## src/rtl/ascon_perm_ctrl_if.sv

```systemverilog
// Request/result handshake bundle for the Ascon permutation controller.
// The master drives requests and consumes results; the controller is the slave.
interface ascon_perm_ctrl_if;
  logic       start;
  logic [3:0] nrounds;
  logic       in_ready;
  logic       err;
  logic       out_valid;
  logic       out_ready;
  logic       done;

  modport master (
    output start, nrounds, out_ready,
    input  in_ready, err, out_valid, done
  );

  modport slave (
    input  start, nrounds, out_ready,
    output in_ready, err, out_valid, done
  );
endinterface

```

## src/rtl/ascon_perm_ctrl.sv

```systemverilog
// Round sequencer for the masked Ascon permutation datapath.
// Optional ASCON_PERM_CTRL_ABORT_EN adds an abort input.
module ascon_perm_ctrl #(
  parameter int d          = 2,
  parameter int ROUND_LAT  = 6,
  parameter int MAX_ROUNDS = 12
) (
  input  logic             clk,
  input  logic             reset,
`ifdef ASCON_PERM_CTRL_ABORT_EN
  input  logic             abort,
`endif
  ascon_perm_ctrl_if.slave io,
  output logic             sel_load,
  output logic             sel_cst,
  output logic             round_en,
  output logic [3:0]       rc_idx,
  output logic             rnd_en,
  output logic             busy
);

  localparam int CW =
    (ROUND_LAT > 1) ? $clog2(ROUND_LAT) : 1;
  localparam int RW =
    (MAX_ROUNDS > 1) ? $clog2(MAX_ROUNDS) : 1;
  localparam logic [CW-1:0] CYC_LAST =
    CW'(ROUND_LAT - 1);
  localparam logic [3:0] MAXR = 4'(MAX_ROUNDS);

  if (d < 1 || ROUND_LAT < 1 || ROUND_LAT > 15 ||
      MAX_ROUNDS < 1 || MAX_ROUNDS > 15)
  begin : g_param_chk
    $error("ascon_perm_ctrl: illegal parameter");
  end

  typedef enum logic [1:0] {
    IDLE,
    COMPUTE,
    HOLD
  } state_e;

  state_e        state_q, state_d;
  logic [CW-1:0] cycle_cnt_q, cycle_cnt_d;
  logic [RW-1:0] round_cnt_q, round_cnt_d;
  logic [3:0]    nr_q, nr_d;
  logic [3:0]    rnd4;
  logic          legal;
  logic          kill;

  always_ff @(posedge clk) begin
    if (reset) begin
      state_q     <= IDLE;
      cycle_cnt_q <= '0;
      round_cnt_q <= '0;
      nr_q        <= '0;
    end else begin
      state_q     <= state_d;
      cycle_cnt_q <= cycle_cnt_d;
      round_cnt_q <= round_cnt_d;
      nr_q        <= nr_d;
    end
  end

  always_comb begin
    kill = 1'b0;
`ifdef ASCON_PERM_CTRL_ABORT_EN
    kill = abort;
`endif
    rnd4  = 4'(round_cnt_q);
    legal = (io.nrounds != 4'd0) &&
            (io.nrounds <= MAXR);
    // cannot wrap: nr_q <= MAX_ROUNDS always
    rc_idx = MAXR - nr_q + rnd4;

    state_d      = state_q;
    cycle_cnt_d  = cycle_cnt_q;
    round_cnt_d  = round_cnt_q;
    nr_d         = nr_q;
    io.in_ready  = 1'b0;
    io.err       = 1'b0;
    io.out_valid = 1'b0;
    io.done      = 1'b0;
    sel_load     = 1'b0;
    sel_cst      = 1'b0;
    round_en     = 1'b0;
    rnd_en       = 1'b0;
    busy         = 1'b0;

    unique case (state_q)
      IDLE: begin
        io.in_ready = 1'b1;
        if (io.start && legal) begin
          sel_load    = 1'b1;
          nr_d        = io.nrounds;
          cycle_cnt_d = '0;
          round_cnt_d = '0;
          state_d     = COMPUTE;
        end else if (io.start) begin
          io.err = 1'b1;
        end
      end
      COMPUTE: begin
        rnd_en  = 1'b1;
        busy    = 1'b1;
        sel_cst = (cycle_cnt_q == '0);
        if (kill) begin
          cycle_cnt_d = '0;
          round_cnt_d = '0;
          state_d     = IDLE;
        end else if (cycle_cnt_q == CYC_LAST) begin
          round_en    = 1'b1;
          cycle_cnt_d = '0;
          if (rnd4 == nr_q - 4'd1) begin
            round_cnt_d = '0;
            state_d     = HOLD;
          end else begin
            round_cnt_d = round_cnt_q + 1'b1;
          end
        end else begin
          cycle_cnt_d = cycle_cnt_q + 1'b1;
        end
      end
      HOLD: begin
        busy = 1'b1;
        if (kill) begin
          cycle_cnt_d = '0;
          round_cnt_d = '0;
          state_d     = IDLE;
        end else begin
          io.out_valid = 1'b1;
          if (io.out_ready) begin
            io.done = 1'b1;
            state_d = IDLE;
          end
        end
      end
      default: state_d = IDLE;
    endcase
  end

endmodule

```

## src/flat_wrapper.sv

```systemverilog
// flat-port wrapper written by rule: the top's interface ports become plain ports
module ascon_perm_ctrl_flat 
#(
  parameter int d          = 2,
  parameter int ROUND_LAT  = 6,
  parameter int MAX_ROUNDS = 12
)
  (clk, reset, sel_load, sel_cst, round_en, rc_idx, rnd_en, busy, io_start, io_nrounds, io_out_ready, io_in_ready, io_err, io_out_valid, io_done);
  ascon_perm_ctrl_if io_i ();
  input  logic clk;
  input  logic reset;
  output logic sel_load;
  output logic sel_cst;
  output logic round_en;
  output logic [3:0] rc_idx;
  output logic rnd_en;
  output logic busy;
  input wire logic [$bits(io_i.start)-1:0] io_start;
  input wire logic [$bits(io_i.nrounds)-1:0] io_nrounds;
  input wire logic [$bits(io_i.out_ready)-1:0] io_out_ready;
  output wire logic [$bits(io_i.in_ready)-1:0] io_in_ready;
  output wire logic [$bits(io_i.err)-1:0] io_err;
  output wire logic [$bits(io_i.out_valid)-1:0] io_out_valid;
  output wire logic [$bits(io_i.done)-1:0] io_done;
  assign io_i.start = io_start;
  assign io_i.nrounds = io_nrounds;
  assign io_i.out_ready = io_out_ready;
  assign io_in_ready = io_i.in_ready;
  assign io_err = io_i.err;
  assign io_out_valid = io_i.out_valid;
  assign io_done = io_i.done;
  ascon_perm_ctrl #(.d(d), .ROUND_LAT(ROUND_LAT), .MAX_ROUNDS(MAX_ROUNDS)) u_core (.clk(clk), .reset(reset), .io(io_i), .sel_load(sel_load), .sel_cst(sel_cst), .round_en(round_en), .rc_idx(rc_idx), .rnd_en(rnd_en), .busy(busy));
endmodule
```

## config.mk

```make
export PLATFORM = sky130hd
export DESIGN_NAME = ascon_perm_ctrl_flat
export DESIGN_NICKNAME = d
export VERILOG_FILES = /design/src/rtl/ascon_perm_ctrl_if.sv /design/src/rtl/ascon_perm_ctrl.sv /design/src/flat_wrapper.sv
export SDC_FILE = /design/constraint.sdc
export NUM_CORES = 1
export LEC_CHECK = 0
export ABC_AREA = 0
export CAP_MARGIN = 20
export CORE_MARGIN = 3
export CORE_UTILIZATION = 48
export CTS_CLUSTER_SIZE = 12
export DETAILED_ROUTE_END_ITERATION = 10
export PLACE_DENSITY = 0.82
export SLEW_MARGIN = 10
export SYNTH_ARGS = -nofsm -noshare
export SYNTH_HDL_FRONTEND = slang
export SYNTH_SLANG_ARGS = --single-unit
```

## constraint.sdc

```tcl
create_clock -name clk -period 2.1 [get_ports clk]
set_input_delay 0.42 -clock clk [delete_from_list [all_inputs] [get_ports clk]]
set_output_delay 0.42 -clock clk [all_outputs]
set_load 0.01 [all_outputs]
```

* After elaboration in Yosys (flattened, before gate mapping) *
Index checks and enable logic that the tools add are counted.
Widths: inputs -> output; s select.

operators by class
  mux-type cells = 26
  equal/unequal tests = 8
  reduce and logical (&&, ||, !) cells = 11
  add/sub/neg operators = 5
  order comparisons = 1

operators by type and width
  kind                 number
  $mux 1               14
  $mux 4               3
  $mux 2               4
  $pmux 4 s2           1
  $mux 3               2
  $ne 2x1->1 const B   3
  $pmux 2 s3           1
  $pmux 3 s2           1
  $add 4x1->4 const B  1
  $add 4x4->4          1
  $eq 4x4->1           1
  $le 4x4->1 const B   1
  $reduce_and 2->1     2
  $reduce_and 4->1     1
  $reduce_bool 4->1    1
  $sub 4x1->4 const B  1
  $sub 4x4->4 const A  1
  $add 3x1->3 const B  1
  $eq 3x3->1 const B   1
  $logic_not 3->1      1
  $reduce_and 3->1     1
  $eq 2x1->1 const B   1
  $eq 2x2->1 const B   1
  $logic_and 1x1->1    2
  other kinds (4)      4

word-level totals
  logic and storage cells = 55
  flip-flop bits (word level) = 13
  input port bits = 8
  output and inout bits = 13

* Logic depth before layout (Yosys ltp) *
  word-level depth = 5
  gate-level depth with buffers = 7
  mapped depth without buffers = 7

* Least setup slack after synthesis *
OpenSTA, ideal clock, no wires.

  kind = reg2out
  start point = register u_core.nr_q[1]
  end point = output rc_idx[3]
  stages on the path, launching flop included = 7
  path buffers = 0
  required time = 1.680 ns
  path slack = 0.072 ns
  data arrival time = 1.608 ns
  cells stage by stage = dfxtp_1 > inv_1 > ha_1 > ha_1 > fa_1 > xnor2_1 > xnor2_1

between the ends
  word-level cells in the longest chain between the ends = 2

RTL lines
  item                      line                   text
  start: declaration        ascon_perm_ctrl.sv:45  logic [3:0] nr_q, nr_d;
  start signal: assignment  ascon_perm_ctrl.sv:60  nr_q <= nr_d;
  $sub 4x4->4               ascon_perm_ctrl.sv:73  rc_idx = MAXR - nr_q + rnd4;
  $add 4x4->4               ascon_perm_ctrl.sv:73
  end: declaration          flat_wrapper.sv:15     output logic [3:0] rc_idx;

Every way passes these cells.

* Final worst setup path *
Ends and elaborated chain as after synthesis.

==> impl_metrics.ini <==
[run_status]
status = finished with violations
violations = setup timing

[timing]
min_period_over_period_pct = 113
fin_worst_skew_ps = 4.96
fmax_mhz = 420
hold_viol = 0
drv_slew = 0
fin_crit_ps = 2380
fin_ws_ps = -282
setup_viol = 1
max_slew.worst_pin.slew_ps = 400
relSlewSlack_pct = 73.2
rsz0062_at_grt = yes

[synthesis]
syn_area_um2 = 883
syn-num-nets = 121
synth_ff_type = dfxtp_1
async_reset_ff_share_pct = 0
synth_common_cells = 13 x dfxtp_1, 13 x inv_1, 11 x nor2_1, 9 x ha_1, 6 x xnor2_1
synthCells = 103
synth_area_leaders = dfxtp_1 29%, ha_1 13%, xnor2_1 5.9%
synth-warning-count = 0
synth_edf_count = 0
synth_top_area_share_pct = 29.5
ys_seq_area_share_pct = 29.5
synth_top_area_cell = dfxtp_1
synth_area_per_cell_um2 = 8.58
ys_types = 36
ys_ff_latch = 13

[critical_path]
crit_type = reg -> out
reg2reg_slack_ps = 80
crit_path_end_kind = output pin
critPathLaunchType = flop
path_max_fanout = 2
critPathRequiredTime_ps = 1680
critPathArrivalTime_ps = 1960

[cts]
htree_levels = 1
clockBufferDepth = 2
cts_tree = built
clock_latency_ps = 290
cts_root_buf = clkbuf_4
cts-buffers-inserted = 3
cts_sinks = 13
clkTransAtPathRegs_ps = 80
hold_buffers = 0

[route]
vias = 958
drc = 0
ant_nets = 0
viasPerCell = 5.44
drt_iter0_drc = 29
wl_um = 2990
drt_first_pass_iters = 4
wire_per_inst_um = 17.0

[global_routing]
grt_pass1_wl_um = 4590
grtUsageTotal_pct = 24.8
grt.overflow.total = 0
grt_max_degree = 13
antenna_found_initial = 0
grt_pass1_vias = 996

[die]
core_um2 = 1610
dieArea_um2 = 2390
die_y_um = 48.9
start_util_pct = 54.8
row_count = 14
chipWidth_um = 48.9
io_pins = 21

[power]
power_density_nw_per_um2 = 973
irDropWorstVdd_mv = 0.696
p_leak_nw = 0.641

[cells_and_area]
post-route-util_pct = 89.9
num_antenna_cells = 0
fin_nets = 171
instances_no_fill = 176
area_growth_pct = 64.0
drive_above_1_share_pct = 42.1

[hold_path]
min_path_type = reg -> reg

[place]
place_hpwl_um = 1890
placed_cells = 169
routabilityCongestion = 0.812
portBuffers = 20

[job]
maxCapViolCount = 0
[worst max-delay path: stages, from the launching register on]
cell and delay (ps):
dfxtp_2 340, inv_2 50, ha_4 210, ha_4 150, fa_2 370, xnor2_2 150
xnor2_1 220, buf_2 180
[cells by family (layout without fill, tap and decap cells)]
logic type | Yosys count | after routing | share of synthesized area [%]
compound gates | 18 | 18 | 15.4
xor+xnor | 7 | 7 | 7.79
fa+ha+maj | 10 | 10 | 15.0
buf+inv | 14 | 63 | 5.95
flops | 13 | 13 | 29.5
mux | 4 | 4 | 4.53
simple gates | 37 | 37 | 21.8
[through the flow]
stage	area [µm²]	setup WS, ps	setup TNS (ps)	power [W]	hold slack, ps
floorplan	883	71.5	0	0.000726	458
detailed placement	1280	-484	-3570	0.00110	496
global route	1450	-330	-490	0.00151	551
CTS	1380	-279	-357	0.00129	514
global placement	1280	-420	-2570	0.00106	484
finish	1450	-282	-282	0.00141	513
[registers in the layout, summed over array words and instances (netlist names)]
signal,cells
u_core.cycle_cnt_q,3
u_core.state_q,2
u_core.rnd4,4
u_core.nr_q,4
[timing repair]
action,4_1_cts,5_1_grt
resized for setup,33,22
pin swaps,7,10
hold endpoints to repair,0,0
buffers inserted,3,0
setup endpoints to repair,9,11
[path summary, 6_finish.rpt]
| check | depth (start not counted) | startpoint | endpoint |
|---|---|---|---|
| setup / recovery | 7 | u_core.nr_q[1] | rc_idx[3] |
| hold / removal | 2 | u_core.cycle_cnt_q[2] | u_core.cycle_cnt_q[2] |
| setup reg to reg | 9 | u_core.nr_q[1] | u_core.rnd4[3] |
| hold reg to reg | 2 | u_core.cycle_cnt_q[2] | u_core.cycle_cnt_q[2] |
[per-layer routing]
| metal | up-vias | share of wire (%) | global-route usage (%) |
|---|---|---|---|
| met1 | 452 | 42 | 28.4 |
| met2 | 35 | 51 | 44.3 |
| li1 | 461 | - | - |
| met3 | 10 | 4.3 | 8.87 |
| met4 | 0 | 3.0 | 4.27 |
| met5 | - | 0 | 0 |
[area by class of cell]
class,instances,area [µm²]
Inverter,13,48.8
Fill cell,78,163
Multi-Input combinational cell,76,692
Timing Repair Buffer,46,385
Tap cell,24,30.0
Clock buffer,4,26.3
Sequential cell,13,267
[power breakdown]
group	internal (W)	leakage [nW]	switching [W]
registers	0.000282	0.108	0.0000327
logic	0.000481	0.518	0.000452
clock network	0.0000739	0.0150	0.0000872
[cells in the final DEF (no fill, tap or decap), types with 5 or more instances in the layout]
master,count
inv_1,9
clkdlybuf4s50_1,9
dlygate4sd2_1,6
nor2_1,11
nand3_1,5
dfxtp_2,5
ha_4,5
dfxtp_1,8
buf_4,25
No activity file was read; power rests on OpenSTA's default activity.
